--- config.mk ---
export PLATFORM = sky130hd
export DESIGN_NAME = adc_tdm_capture
export DESIGN_NICKNAME = d
export VERILOG_FILES = /design/src/rtl/adc_tdm_pkg.sv /design/src/rtl/adc_sync_edge.sv /design/src/rtl/adc_tdm_capture.sv
export SDC_FILE = /design/constraint.sdc
export NUM_CORES = 1
export LEC_CHECK = 0
export ABC_AREA = 1
export BUFFER_PORTS_ARGS = -buffer_cell sky130_fd_sc_hd__buf_4
export CAP_MARGIN = 25
export CORE_ASPECT_RATIO = 1.5
export CORE_MARGIN = 2
export CORE_UTILIZATION = 39
export CTS_BUF_LIST = sky130_fd_sc_hd__clkbuf_4 sky130_fd_sc_hd__clkbuf_8
export DETAILED_ROUTE_END_ITERATION = 8
export GPL_ROUTABILITY_DRIVEN = 1
export MAX_ROUTING_LAYER = met4
export PLACE_DENSITY_LB_ADDON = 0.05
export SETUP_SLACK_MARGIN = 0.5
export SYNTH_ARGS = -nofsm -noshare
export SYNTH_HDL_FRONTEND = slang
export SYNTH_SLANG_ARGS = --single-unit
--- constraint.sdc ---
create_clock -name clk -period 6.7 [get_ports clk]
set_clock_uncertainty 0.2 [all_clocks]
set_input_delay 0.67 -clock clk [delete_from_list [all_inputs] [get_ports clk]]
set_output_delay 0.67 -clock clk [all_outputs]
set_load 0.02 [all_outputs]
--- src/rtl/adc_tdm_pkg.sv ---
// rtl/adc_tdm_pkg.sv - shared types and constants for the ADC TDM capture block
package adc_tdm_pkg;

   localparam int DEF_LANES       = 4;
   localparam int DEF_CH_PER_LANE = 2;
   localparam int DEF_SAMPLE_BITS = 24;
   localparam int DEF_IDX_W       = 32;
   localparam int DEF_CH_W        = 3;

   localparam int N_CH       = DEF_LANES * DEF_CH_PER_LANE;
   localparam int FRAME_BITS = DEF_SAMPLE_BITS * DEF_CH_PER_LANE;

   typedef enum logic {
      IDLE  = 1'b0,
      SHIFT = 1'b1
   } cap_state_e;

   typedef logic [DEF_CH_W-1:0] ch_t;

endpackage

--- src/rtl/adc_sync_edge.sv ---
// rtl/adc_sync_edge.sv - two-flop synchroniser with a third flop for rise/fall detection
module adc_sync_edge (
   input  logic clk,
   input  logic rst_n,
   input  logic async_in,
   output logic sync_out,
   output logic rise,
   output logic fall
);

   logic [2:0] sr;

   always_ff @(posedge clk or negedge rst_n) begin
      if (!rst_n) begin
         sr <= '0;
      end else begin
         sr <= {sr[1:0], async_in};
      end
   end

   assign sync_out = sr[1];
   assign rise     = sr[1] & ~sr[2];
   assign fall     = ~sr[1] & sr[2];

endmodule

--- src/rtl/adc_tdm_capture.sv ---
// rtl/adc_tdm_capture.sv - ADC multi-lane TDM deserialiser with Avalon-ST sample output
// Frames are shifted in per lane, parked in a holding bank, then streamed one channel per beat.
module adc_tdm_capture
   import adc_tdm_pkg::*;
#(
   parameter int LANES       = DEF_LANES,
   parameter int CH_PER_LANE = DEF_CH_PER_LANE,
   parameter int SAMPLE_BITS = DEF_SAMPLE_BITS,
   parameter int IDX_W       = DEF_IDX_W,
   parameter int CH_W        = DEF_CH_W
) (
   input  logic                   clk,
   input  logic                   reset_n,
   input  logic                   adc_dclk,
   input  logic [LANES-1:0]       adc_dout,
   input  logic                   adc_drdy_n,
   input  logic                   gps_1pps,
   output logic [SAMPLE_BITS-1:0] src_data,
   output logic [CH_W-1:0]        src_channel,
   output logic                   src_sop,
   output logic                   src_eop,
   output logic                   src_valid,
   input  logic                   src_ready,
   output logic [IDX_W-1:0]       frame_index,
   output logic                   overflow,
   output logic                   short_frame,
   input  logic                   clear_flags
);

   localparam int NCH   = LANES * CH_PER_LANE;
   localparam int FBITS = SAMPLE_BITS * CH_PER_LANE;
   localparam int BCW   = $clog2(FBITS);

   logic             dclk_s, dclk_rise, dclk_fall;
   logic             drdy_s, drdy_rise, drdy_fall;
   logic             pps_s, pps_rise, pps_fall;
   logic [LANES-1:0] dout_s, dout_rise, dout_fall;
   logic             unused_sync;

   adc_sync_edge u_sync_dclk (.clk(clk), .rst_n(reset_n), .async_in(adc_dclk),
                              .sync_out(dclk_s), .rise(dclk_rise), .fall(dclk_fall));
   adc_sync_edge u_sync_drdy (.clk(clk), .rst_n(reset_n), .async_in(adc_drdy_n),
                              .sync_out(drdy_s), .rise(drdy_rise), .fall(drdy_fall));
   adc_sync_edge u_sync_pps  (.clk(clk), .rst_n(reset_n), .async_in(gps_1pps),
                              .sync_out(pps_s), .rise(pps_rise), .fall(pps_fall));

   // DOUT shares the DCLK synchroniser depth, so dout_s is the bit present at dclk_rise.
   for (genvar l = 0; l < LANES; l++) begin : g_dout
      adc_sync_edge u_sync_dout (.clk(clk), .rst_n(reset_n), .async_in(adc_dout[l]),
                                 .sync_out(dout_s[l]), .rise(dout_rise[l]), .fall(dout_fall[l]));
   end

   assign unused_sync = &{dclk_s, dclk_fall, drdy_s, drdy_rise, pps_s, pps_fall, dout_rise, dout_fall};

   cap_state_e     state, state_nxt;
   logic [BCW-1:0] bit_cnt;
   logic           last_bit, clr_cnt, shift_en, restart, frame_done;

   assign last_bit = (bit_cnt == BCW'(FBITS - 1));

   always_ff @(posedge clk or negedge reset_n) begin
      if (!reset_n) begin
         state <= IDLE;
      end else begin
         state <= state_nxt;
      end
   end

   always_comb begin
      state_nxt = state;
      case (state)
         IDLE:    if (drdy_fall) state_nxt = SHIFT;
         SHIFT:   if (!drdy_fall && dclk_rise && last_bit) state_nxt = IDLE;
         default: state_nxt = IDLE;
      endcase
   end

   always_comb begin
      clr_cnt    = 1'b0;
      shift_en   = 1'b0;
      restart    = 1'b0;
      frame_done = 1'b0;
      case (state)
         IDLE: clr_cnt = drdy_fall;
         SHIFT: begin
            if (drdy_fall) begin
               clr_cnt = 1'b1;
               restart = 1'b1;
            end else if (dclk_rise) begin
               shift_en   = 1'b1;
               frame_done = last_bit;
            end
         end
         default: ;
      endcase
   end

   logic [FBITS-1:0] lane_sr  [LANES];
   logic [FBITS-1:0] lane_nxt [LANES];

   always_comb begin
      for (int l = 0; l < LANES; l++) begin
         lane_nxt[l] = {lane_sr[l][FBITS-2:0], dout_s[l]};
      end
   end

   always_ff @(posedge clk or negedge reset_n) begin
      if (!reset_n) begin
         bit_cnt <= '0;
         for (int l = 0; l < LANES; l++) lane_sr[l] <= '0;
      end else begin
         if (clr_cnt) begin
            bit_cnt <= '0;
         end else if (shift_en) begin
            bit_cnt <= bit_cnt + 1'b1;
         end
         if (shift_en) begin
            for (int l = 0; l < LANES; l++) lane_sr[l] <= lane_nxt[l];
         end
      end
   end

   logic [SAMPLE_BITS-1:0] bank [NCH];
   logic [CH_W-1:0]        ch;
   logic [IDX_W-1:0]       idx_cnt, cap_idx;
   logic                   pps_pend, beat, last_beat, load;

   assign beat      = src_valid & src_ready;
   assign last_beat = beat && (ch == CH_W'(NCH - 1));
   // The bank is free either when idle or when its final beat leaves this same cycle.
   assign load      = frame_done && (!src_valid || last_beat);
   assign cap_idx   = (pps_rise || pps_pend) ? '0 : idx_cnt;

   always_ff @(posedge clk or negedge reset_n) begin
      if (!reset_n) begin
         src_valid   <= 1'b0;
         ch          <= '0;
         frame_index <= '0;
         for (int k = 0; k < NCH; k++) bank[k] <= '0;
      end else if (load) begin
         src_valid   <= 1'b1;
         ch          <= '0;
         frame_index <= cap_idx;
         for (int l = 0; l < LANES; l++) begin
            for (int j = 0; j < CH_PER_LANE; j++) begin
               bank[l*CH_PER_LANE + j] <= lane_nxt[l][FBITS-1-j*SAMPLE_BITS -: SAMPLE_BITS];
            end
         end
      end else if (last_beat) begin
         src_valid <= 1'b0;
         ch        <= '0;
      end else if (beat) begin
         ch <= ch + 1'b1;
      end
   end

   always_ff @(posedge clk or negedge reset_n) begin
      if (!reset_n) begin
         idx_cnt     <= '0;
         pps_pend    <= 1'b0;
         overflow    <= 1'b0;
         short_frame <= 1'b0;
      end else begin
         if (frame_done) begin
            idx_cnt  <= cap_idx + 1'b1;
            pps_pend <= 1'b0;
         end else if (pps_rise) begin
            pps_pend <= 1'b1;
         end
         if (frame_done && !load) begin
            overflow <= 1'b1;
         end else if (clear_flags) begin
            overflow <= 1'b0;
         end
         if (restart) begin
            short_frame <= 1'b1;
         end else if (clear_flags) begin
            short_frame <= 1'b0;
         end
      end
   end

   assign src_data    = bank[ch];
   assign src_channel = ch;
   assign src_sop     = src_valid && (ch == '0);
   assign src_eop     = src_valid && (ch == CH_W'(NCH - 1));

endmodule
==> results of run 1 <==
## logic make-up after synthesis
| logic type | Yosys count |
|---|---|
| adder cells (fa/ha/maj) | 5 |
| flip-flops | 475 |
| AND/OR/NAND/NOR | 855 |
| AO/OA/AOI/OAI | 567 |
| buffers and inverters | 386 |
| XOR/XNOR | 14 |
| multiplexers | 2 |
## critical path: cells and delay by family (launching register included)
kind / cells / cell delay [ns]
flops: 1 / 0.73
buf+inv: 3 / 1.18
simple gates: 1 / 0.06
compound gates: 3 / 0.71
## synthesized netlist by cell type
master and number:
buf_2 52, buf_1 3, nand3_1 38, nand2_2 4
buf_6 7, nand3_4 1, buf_4 4, mux2i_1 2
o21bai_1 2, a21oi_2 1, inv_2 7, o21ai_1 216
xor2_1 7, a21oi_1 4, o31ai_1 5, nor3_1 7
o22ai_1 27, nor2_4 1, o211ai_1 1, xnor2_1 7
o21ai_0 286, inv_1 241, clkbuf_1 72, dfrtp_1 475
nand4_1 23, ha_1 5, nor2_2 6, nor2_1 223
a31oi_1 25, nand2_1 552
## power by group
group | switching (mW) | internal [mW] | total (mW)
clock network | 1.18 | 1.47 | 2.65
logic | 1.12 | 0.527 | 1.64
registers | 0.114 | 2.96 | 3.08
## layout make-up
cell class,count,area (um2)
Clock buffer,125,1560
Antenna cell,1,2.50
Clock inverter,12,72.6
Inverter,248,931
Timing Repair Buffer,104,908
Tap cell,669,837
Sequential cell,475,11900
Multi-Input combinational cell,1443,6520
Fill cell,5095,27800
## what timing repair did
| item | 4_1_cts | 5_1_grt |
|---|---|---|
| setup endpoints to repair | 0 | 0 |
| hold buffers | 9 | 0 |
| endpoints found under the hold margin | 121 | 0 |
| gates resized for setup | 0 | 0 |
## final timing paths
| check | startpoint | to | slack (ns) | cells after the start |
|---|---|---|---|---|
| setup / recovery | src_channel[0] | src_data[4] | 2.43 | 7 |
| hold / removal | g_dout[2].u_sync_dout.sr[0] | g_dout[2].u_sync_dout.sr[1] | 0.15 | 0 |
| setup reg to reg | src_channel[1] | bank[93] | 2.98 | 9 |
| hold reg to reg | g_dout[2].u_sync_dout.sr[0] | g_dout[2].u_sync_dout.sr[1] | 0.15 | 0 |
| max in group asynchronous | reset_n | lane_nxt[161] | 4.46 | 3 |
| min in group asynchronous | reset_n | g_dout[3].u_sync_dout.sr[0] | 0.47 | 2 |
## per-stage QoR
step	power, mW	util, %	area, um2	setup WS (ns)	std cells
floorplan	4.07	-	20000	4.11	2304
CTS	7.52	44.8	22700	2.34	3074
global placement	4.80	41.4	20900	3.08	2927
global route	7.82	45.0	22700	2.19	3077
detailed placement	4.81	41.4	20900	3.08	2928
finish	7.37	45.0	22700	2.43	3077
## state kept, by name, summed over array words and instances (netlist names)
register / flops
bank: 192
lane_nxt: 188
frame_index: 32
idx_cnt: 32
g_dout.u_sync_dout.sr: 8
bit_cnt: 6
src_channel: 3
u_sync_dclk.sr: 3
u_sync_drdy.sr: 3
u_sync_pps.sr: 3
overflow: 1
pps_pend: 1
short_frame: 1
src_valid: 1
state: 1
## metal layers
metal | part of all wire [%] | track usage [%] | up-vias
met4 | 2.5 | 7.59 | 0
met2 | 49 | 33.3 | 236
met1 | 45 | 25.4 | 7110
met3 | 3.2 | 2.90 | 86
li1 | - | - | 7466
met5 | 0 | - | -
==> summary.txt, run 1 <==
Synthesis
  – Synthesized instance count: 2304
  – Synthesized area per cell: 8.67 um2
  – Cell taking the most area after synthesis: dfrtp_1
  – Syn nets: 2320
  – FF+latch count, synth: 475
  – Synth Cell Area: 0.0200 mm2
  – Ys Warns: 0
  – Largest family of logic cells by synthesized area: simple AND/OR/NAND/NOR gates
  – Post-Synth Simple-Gate Area: 16.9%
  – Compound-gate portion of the synthesized area: 14.7%
  – Unique masters post-synth: 30
  – Mux contribution to synthesized area: 0.100%
  – Largest cells by area after synthesis: dfrtp_1 (60%), nand2_1 (10%), o21ai_0 (7.2%), o21ai_1 (5.4%), inv_1 (4.5%)
  – Synth Area in XOR/XNOR: 0.614%
  – Synth Area in Adders: 0.313%
  – Post-synth top area share: 59.5%
  – Sequential element share of the synthesized area: 59.5%

Timing
  – Fin Setup TNS: 0 ns
  – RSZ-0062 raised after global routing: no
  – # setup viols final: 0
  – Worst-Margin Slew: 1.03 ns
  – Period utilisation layout: 63.7%
  – Slew Limit Fails: 0
  – Final hold vios: 0
  – Relative max-transition margin: 31.2%
  – Minimum clock period: 4.27 ns
  – Hold Slack: 0.146 ns
  – Maximum clock rate: 234 MHz

Worst setup path
  – Crit path max fanout: 59
  – Crit Path Class: flip-flop to output port
  – Req. time, crit path: 5.83 ns
  – Critical path arrival: 3.40 ns
  – Slowest stage delay, CP: 0.73 ns
  – Critical-path top delay cell: dfrtp_4
  – Crit-path cells: inv_2 > buf_12 > o21ai_0 > o22ai_1 > nor2_1 > a31oi_1 > buf_4
  – Critical Path Start Type: flip-flop
  – Crit. End Element: output port

Routing
  – Iter 0 DRT Violations: 824
  – Wire per inst: 16.2 um
  – DR pass1 iterations: 5
  – Vias per cell: 4.84
  – Via count: 14900
  – Antenna viol nets, final: 0
  – DRC violations left: 0
  – Final wirelength: 49800 um

Layout
  – Most common cell after layout, fill and taps aside: nand2_1
  – Syn-to-layout area delta: 13.8%
  – Commonest cells after routing, fill and taps aside: nand2_1 (552), dfrtp_1 (473), o21ai_0 (286)
  – Nets@finish: 2365
  – Layout cell share with drive strength beyond 1: 10.6%

Global route
  – Maximum number of pins on one net before global-route repair: 209
  – Grt ovf: 0
  – Total GRT Usage: 20.2%
  – Number of global-route vias before repair: 15300
  – Initial antenna violation count: 2
  – First-pass GRT wire length: 82900 um

Clock tree
  – CTS Buf Count: 77
  – Reg clk slew, reported paths: 0.06 ns
  – Max clock buf depth: 3
  – Num Clock Sinks: 475
  – CTS tree: yes
  – Clock Latency Late Sink: 0.66 ns
  – CTS root buffer: clkbuf_8
  – Setup bufs post-CTS: 0
  – Htree depth: 3

Die
  – Starting density of the core: 39.5%
  – Die ar.: 0.0531 mm2
  – Placement Rows: 101
  – Core area: 0.0505 mm2
  – Die H: 281 um
  – Number of top-level pins: 75
  – Die W: 189 um

Placed design
  – IO Port Bufs: 74
  – Routability cong.: 0.829
  – Hpwl dp: 31100 um

Pwr
  – Pleak: 10.0 nW
  – Power Density: 325 mW/mm2
  – VDD IR max: 0.180 mV

Min path
  – Worst min path class: flip-flop to flip-flop

Flow run
  – Max-cap viol count: 0

Status
  – Status: finished clean
No activity file was read; power rests on OpenSTA's default activity.
==> run 2, diff against run 1 <==
- ABC_AREA: 1 -> 0
- clock period: 6.7 -> 3.7 ns (I/O delays scaled with it)
==> run 2 against run 1 <==
Compared with the run above:
- non-clock buffer count rose by 13
- highest routed layer unchanged
- sequential power rose by 85%
- power rose by 61%
- flip-flop and latch count did not move
- worst setup slack got worse by 1.9 ns
- cell count fell by 18%
==> summary.txt, run 2 <==
Status
  – Status: finished clean

Routing
  – Via count: 12600 (-16%)
  – DRC violations left: 0 (unchanged)
  – Antenna viol nets, final: 0 (unchanged)
  – Final wirelength: 45300 um (-9.0%)
  – Iter 0 DRT Violations: 518 (-37%)
  – DR pass1 iterations: 6 (+1)
  – Vias per cell: 4.96 (+2.5%)
  – Wire per inst: 17.9 um (+10%)

Die
  – Placement Rows: 100 (-0.99%)
  – Die ar.: 0.0522 mm2 (-1.5%)
  – Die H: 279 um (-0.78%)
  – Die W: 187 um (-0.77%)
  – Number of top-level pins: 75 (unchanged)
  – Core area: 0.0497 mm2 (-1.7%)
  – Starting density of the core: 39.6% (+0.067 points)

Timing
  – Maximum clock rate: 320 MHz
  – Relative max-transition margin: 53.0% (+22 points)
  – Period utilisation layout: 84.4%
  – Fin Setup TNS: 0 ns (unchanged)
  – Fin worst setup slack: 0.578 ns (-1.85 ns)
  – Hold Slack: 0.144 ns (-0.00230 ns)
  – Worst-Margin Slew: 0.705 ns (-0.326 ns)
  – Final hold vios: 0 (unchanged)
  – Slew Limit Fails: 0 (unchanged)
  – Minimum clock period: 3.12 ns
  – RSZ-0062 raised after global routing: no
  – # setup viols final: 0 (unchanged)

Pwr
  – Pleak: 11.7 nW (+17%)
  – Comb pwr share: 10.9% (-11 points)
  – Clk pwr share: 41.1% (+5.1 points)
  – Seq pwr share: 47.9% (+6.2 points)
  – VDD IR max: 0.326 mV (+81%)
  – Sw frac: 25.3% (-7.4 points)
  – Psw: 3.01 mW (+25%)
  – Power Density: 520 mW/mm2 (+60%)
  – Internal cell power: 8.89 mW (+79%)

Clock tree
  – Htree depth: 3 (unchanged)
  – CTS root buffer: clkbuf_8
  – Max clock buf depth: 3 (unchanged)
  – Reg clk slew, reported paths: 0.06 ns (about the same)
  – CTS Buf Count: 79 (+2.6%)
  – Num Clock Sinks: 475 (unchanged)
  – Clock Latency Late Sink: 0.64 ns (-0.02 ns)
  – CTS tree: yes

Synthesis
  – Count leader, synth: nand2_1
  – Synth Flop Type: dfrtp_1
  – Unique masters post-synth: 49 (+63%)
  – Synth Cell Area: 0.0197 mm2 (-1.6%)
  – Post-synth top area share: 60.5% (+0.95 points)
  – Synthesized area per cell: 11.5 um2 (+33%)
  – Ys Warns: 0 (unchanged)
  – Sequential element share of the synthesized area: 60.5% (+0.95 points)
  – Cell taking the most area after synthesis: dfrtp_1
  – Synthesized instance count: 1704 (-26%)
  – Synth top cells by count: nand2_1 (677), dfrtp_1 (475), mux2_2 (215), buf_2 (59), mux4_2 (48)
  – Post-synth EDFFs: 0 (unchanged)
  – Async set-reset flop share out of synthesis: 100% (unchanged)
  – FF+latch count, synth: 475 (unchanged)
  – Largest cells by area after synthesis: dfrtp_1 (60%), nand2_1 (13%), mux2_2 (12%), mux4_2 (5.5%), buf_2 (1.5%)
  – Syn nets: 1720 (-26%)

Layout
  – Most common cell after layout, fill and taps aside: nand2_1
  – Nets@finish: 1823 (-23%)
  – Largest Register: bank
  – Commonest cells after routing, fill and taps aside: nand2_1 (676), dfrtp_1 (473), mux2_2 (215)
  – Max reg flops: 192 (unchanged)
  – Syn-to-layout area delta: 16.4%
  – Layout cell share with drive strength beyond 1: 28.4% (+18 points)

Worst setup path
  – Req. time, crit path: 3.13 ns (-2.70 ns)
  – Crit path max fanout: 16 (-73%)
  – Worst reg2reg path depth: 9 (unchanged)
  – Crit Path Class: flip-flop to output port
  – Critical path arrival: 2.55 ns (-0.85 ns)
  – Crit. End Element: output port
  – Reg2reg end: idx_cnt[28]
  – Critical Path Start Type: flip-flop
  – Worst reg2reg setup slack: 0.78 ns (-2.20 ns)
  – Worst setup startpoint: src_channel[0]
  – Reg-to-Reg Start: u_sync_pps.sr[1]

Min path
  – HP Start: g_dout[3].u_sync_dout.sr[0]
  – Hold endpoint: g_dout[3].u_sync_dout.sr[1]
  – Worst min path class: flip-flop to flip-flop
  – Hold path cells: 0 (unchanged)

Placed design
  – Hpwl dp: 27900 um (-10%)
  – Place WS: 0.635 ns (-2.44 ns)
  – IO Port Bufs: 74 (unchanged)
  – Routability cong.: 0.816 (-1.6%)

Global route
  – Initial antenna violation count: 1 (-1)
  – Total GRT Usage: 18.7% (-1.5 points)
  – Number of global-route vias before repair: 13300 (-13%)
  – Grt ovf: 0 (unchanged)
  – Maximum number of pins on one net before global-route repair: 88 (-58%)
  – First-pass GRT wire length: 75000 um (-9.5%)

Flow run
  – Max-cap viol count: 0 (unchanged)
[run 2: power by group through the flow]
stage          Sequential (mW)  Combinational [mW]  Clock [mW]
6_report                  5.70                1.30        4.90
2_1_floorplan             5.71               0.817           0
3_3_place_gp              5.79                1.25           0
3_5_place_dp              5.80                1.26           0
4_1_cts                   5.71                1.35        5.09
5_1_grt                   5.75                1.43        5.32
[run 2: per-stage QoR]
step	cell area, um2	utilization (%)	power [mW]	cells
6_report	22900	46.1	11.9	2534
5_1_grt	22900	46.1	12.5	2534
4_1_cts	22900	46.1	12.2	2533
3_5_place_dp	21000	42.3	7.05	2377
3_3_place_gp	21000	42.3	7.04	2377
2_1_floorplan	19700	-	6.53	1704
[run 2: logic make-up after synthesis]
kind of cell	Yosys count	share of synthesized area (%)
AND/OR/NAND/NOR	787	16.4
flip-flops	475	60.5
multiplexers	269	18.1
buffers and inverters	103	2.34
AO/OA/AOI/OAI	50	1.64
XOR/XNOR	15	0.668
adder cells (fa/ha/maj)	5	0.318
[run 2: area by class of cell]
type	instances	area [um2]
fill	4740	26800
sequential	475	11900
multi-input combinational	1126	7340
clock buffer	139	1660
timing repair buffer	117	1100
tap	663	830
clock inverter	5	32.5
inverter	8	30.0
antenna	1	2.50
[run 2: worst max-delay path: stages (launching register included)]
cell	delay (ns)
dfrtp_4	0.53
bufbuf_16	0.37
mux4_2	0.56
mux2_2	0.29
buf_4	0.16
[run 2: how the worst max path moves through the flow]
stage               slack [ns]  cells after the start      endpoint
CTS                       0.50                      4  src_data[11]
floorplan                 0.93                     10   idx_cnt[28]
finish                    0.58                      4  src_data[11]
global placement          0.63                      9   idx_cnt[18]
detailed placement        0.63                      9   idx_cnt[28]
global route              0.50                      4  src_data[11]
[run 2: timing repair]
| action | in CTS | in global routing |
|---|---|---|
| endpoints found under the hold margin | 91 | 0 |
| hold buffers | 10 | 0 |
| pin swaps | 0 | 0 |
| resized for setup | 3 | 1 |
| setup buffers | 1 | 0 |
| setup endpoints to repair | 24 | 4 |
| cloned | 1 | 0 |
[run 2: metal layers]
layer | GRT usage, % | share of wire [%]
met5 | - | 0
met4 | 6.90 | 2.3
met3 | 2.85 | 3.6
met2 | 31.2 | 51
met1 | 23.1 | 43
